$ cat src/rtl/fifo_wr_arb.sv
// Round-robin write arbiter feeding one FIFO write port, with registered grant/data outputs.
// Optional statistics counters (ack_cnt, stall_cnt) are enabled by defining FIFO_WR_ARB_STATS_EN.
module fifo_wr_arb #(
  parameter int NUM_REQ    = 4,
  parameter int FIFO_WIDTH = 16
) (
  input  logic                          clk,
  input  logic                          rst,
  input  logic [NUM_REQ-1:0]            req,
  input  logic [NUM_REQ*FIFO_WIDTH-1:0] req_data,
  output logic [NUM_REQ-1:0]            gnt,
  output logic                          fifo_wr_en,
  output logic [FIFO_WIDTH-1:0]         fifo_data_in,
  input  logic                          fifo_full,
  input  logic                          fifo_almostfull,
  input  logic                          fifo_wr_ack,
  input  logic                          fifo_overflow,
  output logic                          err_ovf,
  output logic [1:0]                    state
`ifdef FIFO_WR_ARB_STATS_EN
  ,
  output logic [15:0]                   ack_cnt,
  output logic [7:0]                    stall_cnt
`endif
);

  localparam int PW = (NUM_REQ > 1) ? $clog2(NUM_REQ) : 1;

  typedef enum logic [1:0] {
    IDLE   = 2'd0,
    ACTIVE = 2'd1,
    STALL  = 2'd2
  } state_e;

  state_e                  state_q, state_d;
  logic [NUM_REQ-1:0]      gnt_q, gnt_d;
  logic                    wr_en_q, wr_en_d;
  logic [FIFO_WIDTH-1:0]   data_q, data_d;
  logic [PW-1:0]           ptr_q, ptr_d;
  logic                    err_q;

  logic [NUM_REQ-1:0]      eligible;
  logic [NUM_REQ-1:0]      elig_rot;
  logic                    issue_ok;
  logic                    found;
  logic [PW-1:0]           win;
  logic [FIFO_WIDTH-1:0]   win_data;

  // The requester granted this cycle is masked so it can never win twice in a row.
  assign eligible = req & ~gnt_q;
  // A write already in flight could fill an almost-full FIFO, so it also blocks issue.
  assign issue_ok = !fifo_full && !(fifo_almostfull && wr_en_q);

  always_comb begin
    elig_rot = NUM_REQ'({eligible, eligible} >> ptr_q);
    found    = 1'b0;
    win      = ptr_q;
    for (int k = 0; k < NUM_REQ; k++) begin
      if (!found && elig_rot[k]) begin
        found = 1'b1;
        win   = PW'((int'(ptr_q) + k) % NUM_REQ);
      end
    end
  end

  always_comb begin
    win_data = '0;
    for (int i = 0; i < NUM_REQ; i++) begin
      if (win == PW'(i)) begin
        win_data = req_data[i*FIFO_WIDTH +: FIFO_WIDTH];
      end
    end
  end

  always_ff @(posedge clk or posedge rst) begin
    if (rst) begin
      state_q <= IDLE;
    end else begin
      state_q <= state_d;
    end
  end

  always_comb begin
    state_d = state_q;
    case (state_q)
      IDLE: begin
        if (eligible != '0) begin
          state_d = issue_ok ? ACTIVE : STALL;
        end
      end
      ACTIVE: begin
        if (eligible == '0) begin
          state_d = IDLE;
        end else if (!issue_ok) begin
          state_d = STALL;
        end
      end
      STALL: begin
        if (eligible == '0) begin
          state_d = IDLE;
        end else if (issue_ok) begin
          state_d = ACTIVE;
        end
      end
      default: state_d = IDLE;
    endcase
  end

  always_comb begin
    gnt_d   = '0;
    wr_en_d = 1'b0;
    data_d  = data_q;
    ptr_d   = ptr_q;
    if (state_d == ACTIVE && found) begin
      gnt_d   = {{(NUM_REQ-1){1'b0}}, 1'b1} << win;
      wr_en_d = 1'b1;
      data_d  = win_data;
      ptr_d   = PW'((int'(win) + 1) % NUM_REQ);
    end
  end

  always_ff @(posedge clk or posedge rst) begin
    if (rst) begin
      gnt_q   <= '0;
      wr_en_q <= 1'b0;
      data_q  <= '0;
      ptr_q   <= '0;
      err_q   <= 1'b0;
    end else begin
      gnt_q   <= gnt_d;
      wr_en_q <= wr_en_d;
      data_q  <= data_d;
      ptr_q   <= ptr_d;
      err_q   <= err_q | fifo_overflow;
    end
  end

  assign gnt          = gnt_q;
  assign fifo_wr_en   = wr_en_q;
  assign fifo_data_in = data_q;
  assign err_ovf      = err_q;
  assign state        = state_q;

`ifdef FIFO_WR_ARB_STATS_EN
  logic [15:0] ack_cnt_q;
  logic [7:0]  stall_cnt_q;

  // Ack count wraps freely; stall count saturates so long stalls stay visible.
  always_ff @(posedge clk or posedge rst) begin
    if (rst) begin
      ack_cnt_q   <= '0;
      stall_cnt_q <= '0;
    end else begin
      ack_cnt_q <= ack_cnt_q + {15'd0, fifo_wr_ack};
      if (state_q == STALL && stall_cnt_q != 8'hFF) begin
        stall_cnt_q <= stall_cnt_q + 8'd1;
      end
    end
  end

  assign ack_cnt   = ack_cnt_q;
  assign stall_cnt = stall_cnt_q;
`else
  logic unused_ack;
  assign unused_ack = fifo_wr_ack;
`endif

endmodule

$ cat config.mk
export PLATFORM = sky130hd
export DESIGN_NAME = fifo_wr_arb
export DESIGN_NICKNAME = d
export VERILOG_FILES = /design/src/rtl/fifo_wr_arb.sv
export SDC_FILE = /design/constraint.sdc
export NUM_CORES = 1
export LEC_CHECK = 0
export ABC_CLOCK_PERIOD_IN_PS = 3600
export CORE_MARGIN = 3
export CORE_UTILIZATION = 55
export CTS_CLUSTER_SIZE = 16
export DETAILED_ROUTE_END_ITERATION = 6
export DONT_BUFFER_PORTS = 1
export GPL_TIMING_DRIVEN = 0
export HOLD_SLACK_MARGIN = 0.12
export PLACE_DENSITY_LB_ADDON = 0.15
export SYNTH_ARGS = -nofsm -noshare
export SYNTH_HDL_FRONTEND = slang
export SYNTH_SLANG_ARGS = --single-unit
export TNS_END_PERCENT = 5
$ cat constraint.sdc
create_clock -name clk -period 3.6 [get_ports clk]
set_input_delay 0.72 -clock clk [delete_from_list [all_inputs] [get_ports clk]]
set_output_delay 0.72 -clock clk [all_outputs]
set_load 0.02 [all_outputs]
-- Word-level counts from Yosys, hierarchy flattened
Index checks and enable logic that the tools add are counted.
- register bits after elaboration: 26
- add/sub/neg operators: 4
- equality and inequality tests: 6
- shift-type cells: 2
- mux-type cells: 20
- bitwise gates (word level): 3
- reduce and logical (&&, ||, !) cells: 15
- operators by type and width (operator ; number):
    $mux 16 ; 4
    $mux 2 ; 9
    $shr 8x2->4 ; 1
    $eq 2x1->1 const B ; 3
    $eq 2x2->1 const B ; 3
    $logic_and 1x1->1 ; 6
    $pmux 2 s3 ; 1
    $logic_not 1->1 ; 5
    $mux 1 ; 5
    $add 2x1->2 const B ; 2
    $add 2x2->2 const B ; 2
    $and 4x4->4 ; 1
    $logic_not 2->1 ; 2
    $logic_not 4->1 ; 1
    $mux 4 ; 1
    $not 4->4 ; 1
    $reduce_bool 4->1 ; 1
    $shl 1x2->4 const A ; 1
    $or 1x1->1 ; 1

-- Depth between registers and ports, before layout
- depth after elaboration: 18
- depth in mapped cells: 13
- gate-level depth less buffers: 11

-- Least setup slack after synthesis
Ideal clock, no wire load.
- path type: in2reg
- from: in req[0]
- to: reg data_q[9] (netlist: fifo_data_in[9])
- library setup time: 126 ps
- arrival: 2674 ps
- data required time: 3474 ps
- setup slack: 800 ps
- stages: 13
- path buffers: 2
- path through: nor2b_1 -> or4_4 -> nand4_4 -> nor2_2 -> o22ai_1 -> ha_1 -> buf_2 -> nor2b_2 -> buf_4 -> a221oi_1 -> nor3_1 -> a21oi_1 -> a21oi_1
- word-level cells in the longest chain between the ends: 17
- RTL lines (item ; line ; RTL):
    from (decl) ; 9 ; input logic [NUM_REQ-1:0] req,
    $and 4x4->4 (*) ; 50 ; assign eligible = req & ~gnt_q;
    $shr 8x2->4 ; 55 ; elig_rot = NUM_REQ'({eligible, eligible} >> ptr_q);
    $mux 1 ; 59 ; if (!found && elig_rot[k]) begin
    $logic_not 1->1 ; 59 ;
    $logic_and 1x1->1 ; 59 ;
    $mux 1 ; 59 ;
    $logic_not 1->1 ; 59 ;
    $logic_and 1x1->1 ; 59 ;
    $mux 1 ; 59 ;
    $logic_not 1->1 ; 59 ;
    $logic_and 1x1->1 ; 59 ;
    $mux 2 ; 59 ;
    $logic_not 2->1 ; 69 ; if (win == PW'(i)) begin
    $mux 16 (4 in a row) ; 69 ;
    to (signal assigned) ; 132 ; data_q <= data_d;
    to (decl) ; 38 ; logic [FIFO_WIDTH-1:0] data_q, data_d;
Mark *: on every way between the ends. The rest lies on a longest branch, timed or not.
A chain may end at the register's enable or synchronous reset.

-- Final worst setup path
- from: reg gnt_q[1] (netlist: gnt[1])
- to: reg data_q[6] (netlist: fifo_data_in[6])
- word-level cells in the longest chain between the ends: 18
- RTL lines (item ; line ; RTL):
    from (decl) ; 36 ; logic [NUM_REQ-1:0] gnt_q, gnt_d;
    from (signal assigned) ; 130 ; gnt_q <= gnt_d;
    $not 4->4 (*) ; 50 ;
    $and 4x4->4 (*) ; 50 ;
    $shr 8x2->4 ; 55 ;
    $mux 1 ; 59 ;
    $logic_not 1->1 ; 59 ;
    $logic_and 1x1->1 ; 59 ;
    $mux 1 ; 59 ;
    $logic_not 1->1 ; 59 ;
    $logic_and 1x1->1 ; 59 ;
    $mux 1 ; 59 ;
    $logic_not 1->1 ; 59 ;
    $logic_and 1x1->1 ; 59 ;
    $mux 2 ; 59 ;
    $logic_not 2->1 ; 69 ;
    $mux 16 (4 in a row) ; 69 ;
Marks and branches as above.

==> results.cfg <==
[synthesis]
ys_ff_latch = 26
synth_ff_type = dfrtp_1
synth-edff-count = 0
yosysSeqAreaShare_pct = 40.0
synth_nets = 267
synth_top_cell_by_area = dfrtp_1
async_flop_share_pct = 100
synth.area.top_cells = dfrtp_1 (40%), a21oi_1 (10%), a221oi_1 (8.1%)
syn_area_mm2 = 0.00163
synth_common_cells = a21oi_1 (33), dfrtp_1 (26), nor2_1 (18), nor2b_1 (18), nor3_1 (16)
yosys.cell_count.top_type = a21oi_1
synth_top_cell_area_share_pct = 40.0
yosys_warnings = 0
synth.distinct_cells = 35
avgSynthCellArea_um2 = 8.60
synth_cells = 189

[pwr]
power.switching_mw = 0.911
peakVddDrop_uv = 685
combPwrFrac_pct = 54.9
clockPowerShare_pct = 10.6
cellPowerDensity_mw_per_mm2 = 1090
switching_share_pct = 48.5
leakage_nw = 0.704
p_int_mw = 0.967
seqPwrFrac_pct = 34.4

[clocking]
clockBufferDepth = 2
hold_buffers = 0
h-tree-depth = 1
path_clk_slew_ps = 140
cts_made_buffers = 3
clock-sinks = 26
cts_tree = done
cts_setup_buffers = 0
cts-root-buf = clkbuf_4
worstSkewPairLatency_ps = 320
cts_resized = 0

[global_route]
grt_use_total_pct = 22.0
grt_pass1_wl_mm = 6.13
grt_util_met3_pct = 2.77
gr-usage-met1_pct = 29.5
busiest_layer = met2
antenna_found_initial = 0
grt_max_degree = 27
grt_pass1_vias = 1367
grtUsageMet2_pct = 37.7
grt_overflow = 0

[status]
status = completed

[route]
first_pass_iters = 4
routedWlPerCell_um = 17.5
drt_iter0_drc = 97
vias_per_cell = 6.42
wirelength_mm = 3.93
drcViolationCount = 0
drtAntennaViolNets = 0
num_vias = 1437

[sta]
tightest_slew_ps = 942
post-route-period-util_pct = 84.9
finalHoldViolations = 0
rsz0062_at_grt = no
fin_ws_ps = 545
timing.final.max_slew_violations = 0
setup_violations = 0
max_freq_mhz = 327
skew_ps = 2.09
fin_crit_ps = 3050
fin_tns_setup_ps = 0
maxSlewHeadroom_pct = 37.1

[placed_design]
dpl_worst_slack_ps = 439
gp_congestion = 0.754
io_buffers = 0
dp_hpwl_mm = 3.17
dp.cells = 220

[final_layout]
syn_to_final_growth_pct = 5.62
final_cells = 224
drive_gt1_share_pct = 10.9
num_antenna_cells = 0
final_nets = 272

[critical_path]
endpoint = fifo_data_in[6]
crit_required_ps = 3860
cp_max_fo = 10
worstRegToRegCells = 12
start_kind = flip-flop
rr_startpoint = gnt[1]
critical_path_arrival_ps = 3320
end_kind = flip-flop
path_class = reg -> reg
r2r_slack_ps = 550
r2r-end = fifo_data_in[6]
cp-startpoint = gnt[1]

[die]
fp.dieW_um = 60.4
row_count = 19
ios = 98
die_y_um = 60.4
core_mm2 = 0.00278
start_util_pct = 58.4
die-area_mm2 = 0.00364

[run]
maxCapViolations = 0

[worst_hold_path]
hold_path_class = in -> async
-- per-layer routing --
layer | share of wire, % | up-vias
met3 | 8.7 | 10
li1 | - | 683
met2 | 48 | 90
met1 | 41 | 654
met4 | 2.0 | 0
met5 | 0 | -
-- metrics by stage --
stage | area (um^2) | hold slack (ps) | utilization, % | total power, mW
after floorplan | 1630 | 552 | - | 1.46
after global placement | 1660 | 588 | 59.8 | 1.64
after detailed placement | 1660 | 606 | 59.8 | 1.68
after CTS | 1720 | 491 | 61.7 | 1.88
after global routing | 1720 | 489 | 61.7 | 2.05
final | 1720 | 476 | 61.7 | 1.88
-- cell usage in the layout (no fill, tap or decap), drive strengths merged, types with 2 or more instances in the layout --
cell type,netlist,layout
a21oi,33,33
dfrtp,26,26
nor2b,19,19
nor2,19,19
nor3,16,16
a221oi,15,15
nand2,11,11
clkbuf,7,10
buf,8,8
and2,5,5
ha,4,4
nand2b,4,4
inv,4,4
nand4,3,3
nand4b,2,2
o21a,2,2
nand3,2,2
-- critical path, stage by stage (launching register included) --
cell,delay (ps)
dfrtp_1,480
nand2b_4,200
or4_4,490
nand4_4,130
nor2_2,60
o22ai_1,220
ha_1,180
buf_2,210
clkbuf_1,370
a221oi_1,160
nor3_1,240
a21oi_1,80
a21oi_1,160
-- power by group through the flow --
| stage | clock (mW) | sequential, mW | combinational (mW) |
|---|---|---|---|
| final | 0.200 | 0.646 | 1.03 |
| after global routing | 0.209 | 0.661 | 1.18 |
| after global placement | 0 | 0.651 | 0.985 |
| after CTS | 0.201 | 0.648 | 1.03 |
| after floorplan | 0 | 0.624 | 0.840 |
| after detailed placement | 0 | 0.655 | 1.03 |
-- final cells by class --
| cell class | count | area, um^2 |
|---|---|---|
| fillers | 236 | 1060 |
| multi-input cells | 144 | 881 |
| flip-flops and latches | 26 | 651 |
| plain buffers | 15 | 78.8 |
| well taps | 31 | 38.8 |
| clock inverters | 1 | 30.0 |
| clock buffers | 3 | 22.5 |
| inverters | 4 | 15.0 |
-- flip-flops by register name, indices dropped and copies added, names as in the netlist --
signal	cells
fifo_data_in	16
ptr_q	2
err_ovf	1
gnt	4
fifo_wr_en	1
state	2
-- worst min path at each step --
stage,cells after the start,startpoint,slack [ps],end
after CTS,1,fifo_overflow,490,err_ovf
after global routing,1,fifo_overflow,490,err_ovf
after global placement,2,ptr_q[1],590,ptr_q[1]
final,1,rst,480,err_ovf
after detailed placement,2,ptr_q[0],610,ptr_q[0]
after floorplan,2,ptr_q[1],550,ptr_q[1]
-- cells by family (layout without fill, tap and decap cells) --
family / count (synthesis) / in the layout / synth area share, %
AND/OR/NAND/NOR: 84 / 84 / 29.0
AO/OA/AOI/OAI: 56 / 56 / 22.1
buffers and inverters: 19 / 23 / 5.77
adder cells (fa/ha/maj): 4 / 4 / 3.08
flip-flops: 26 / 26 / 40.0
No activity file was read; power rests on OpenSTA's default activity.
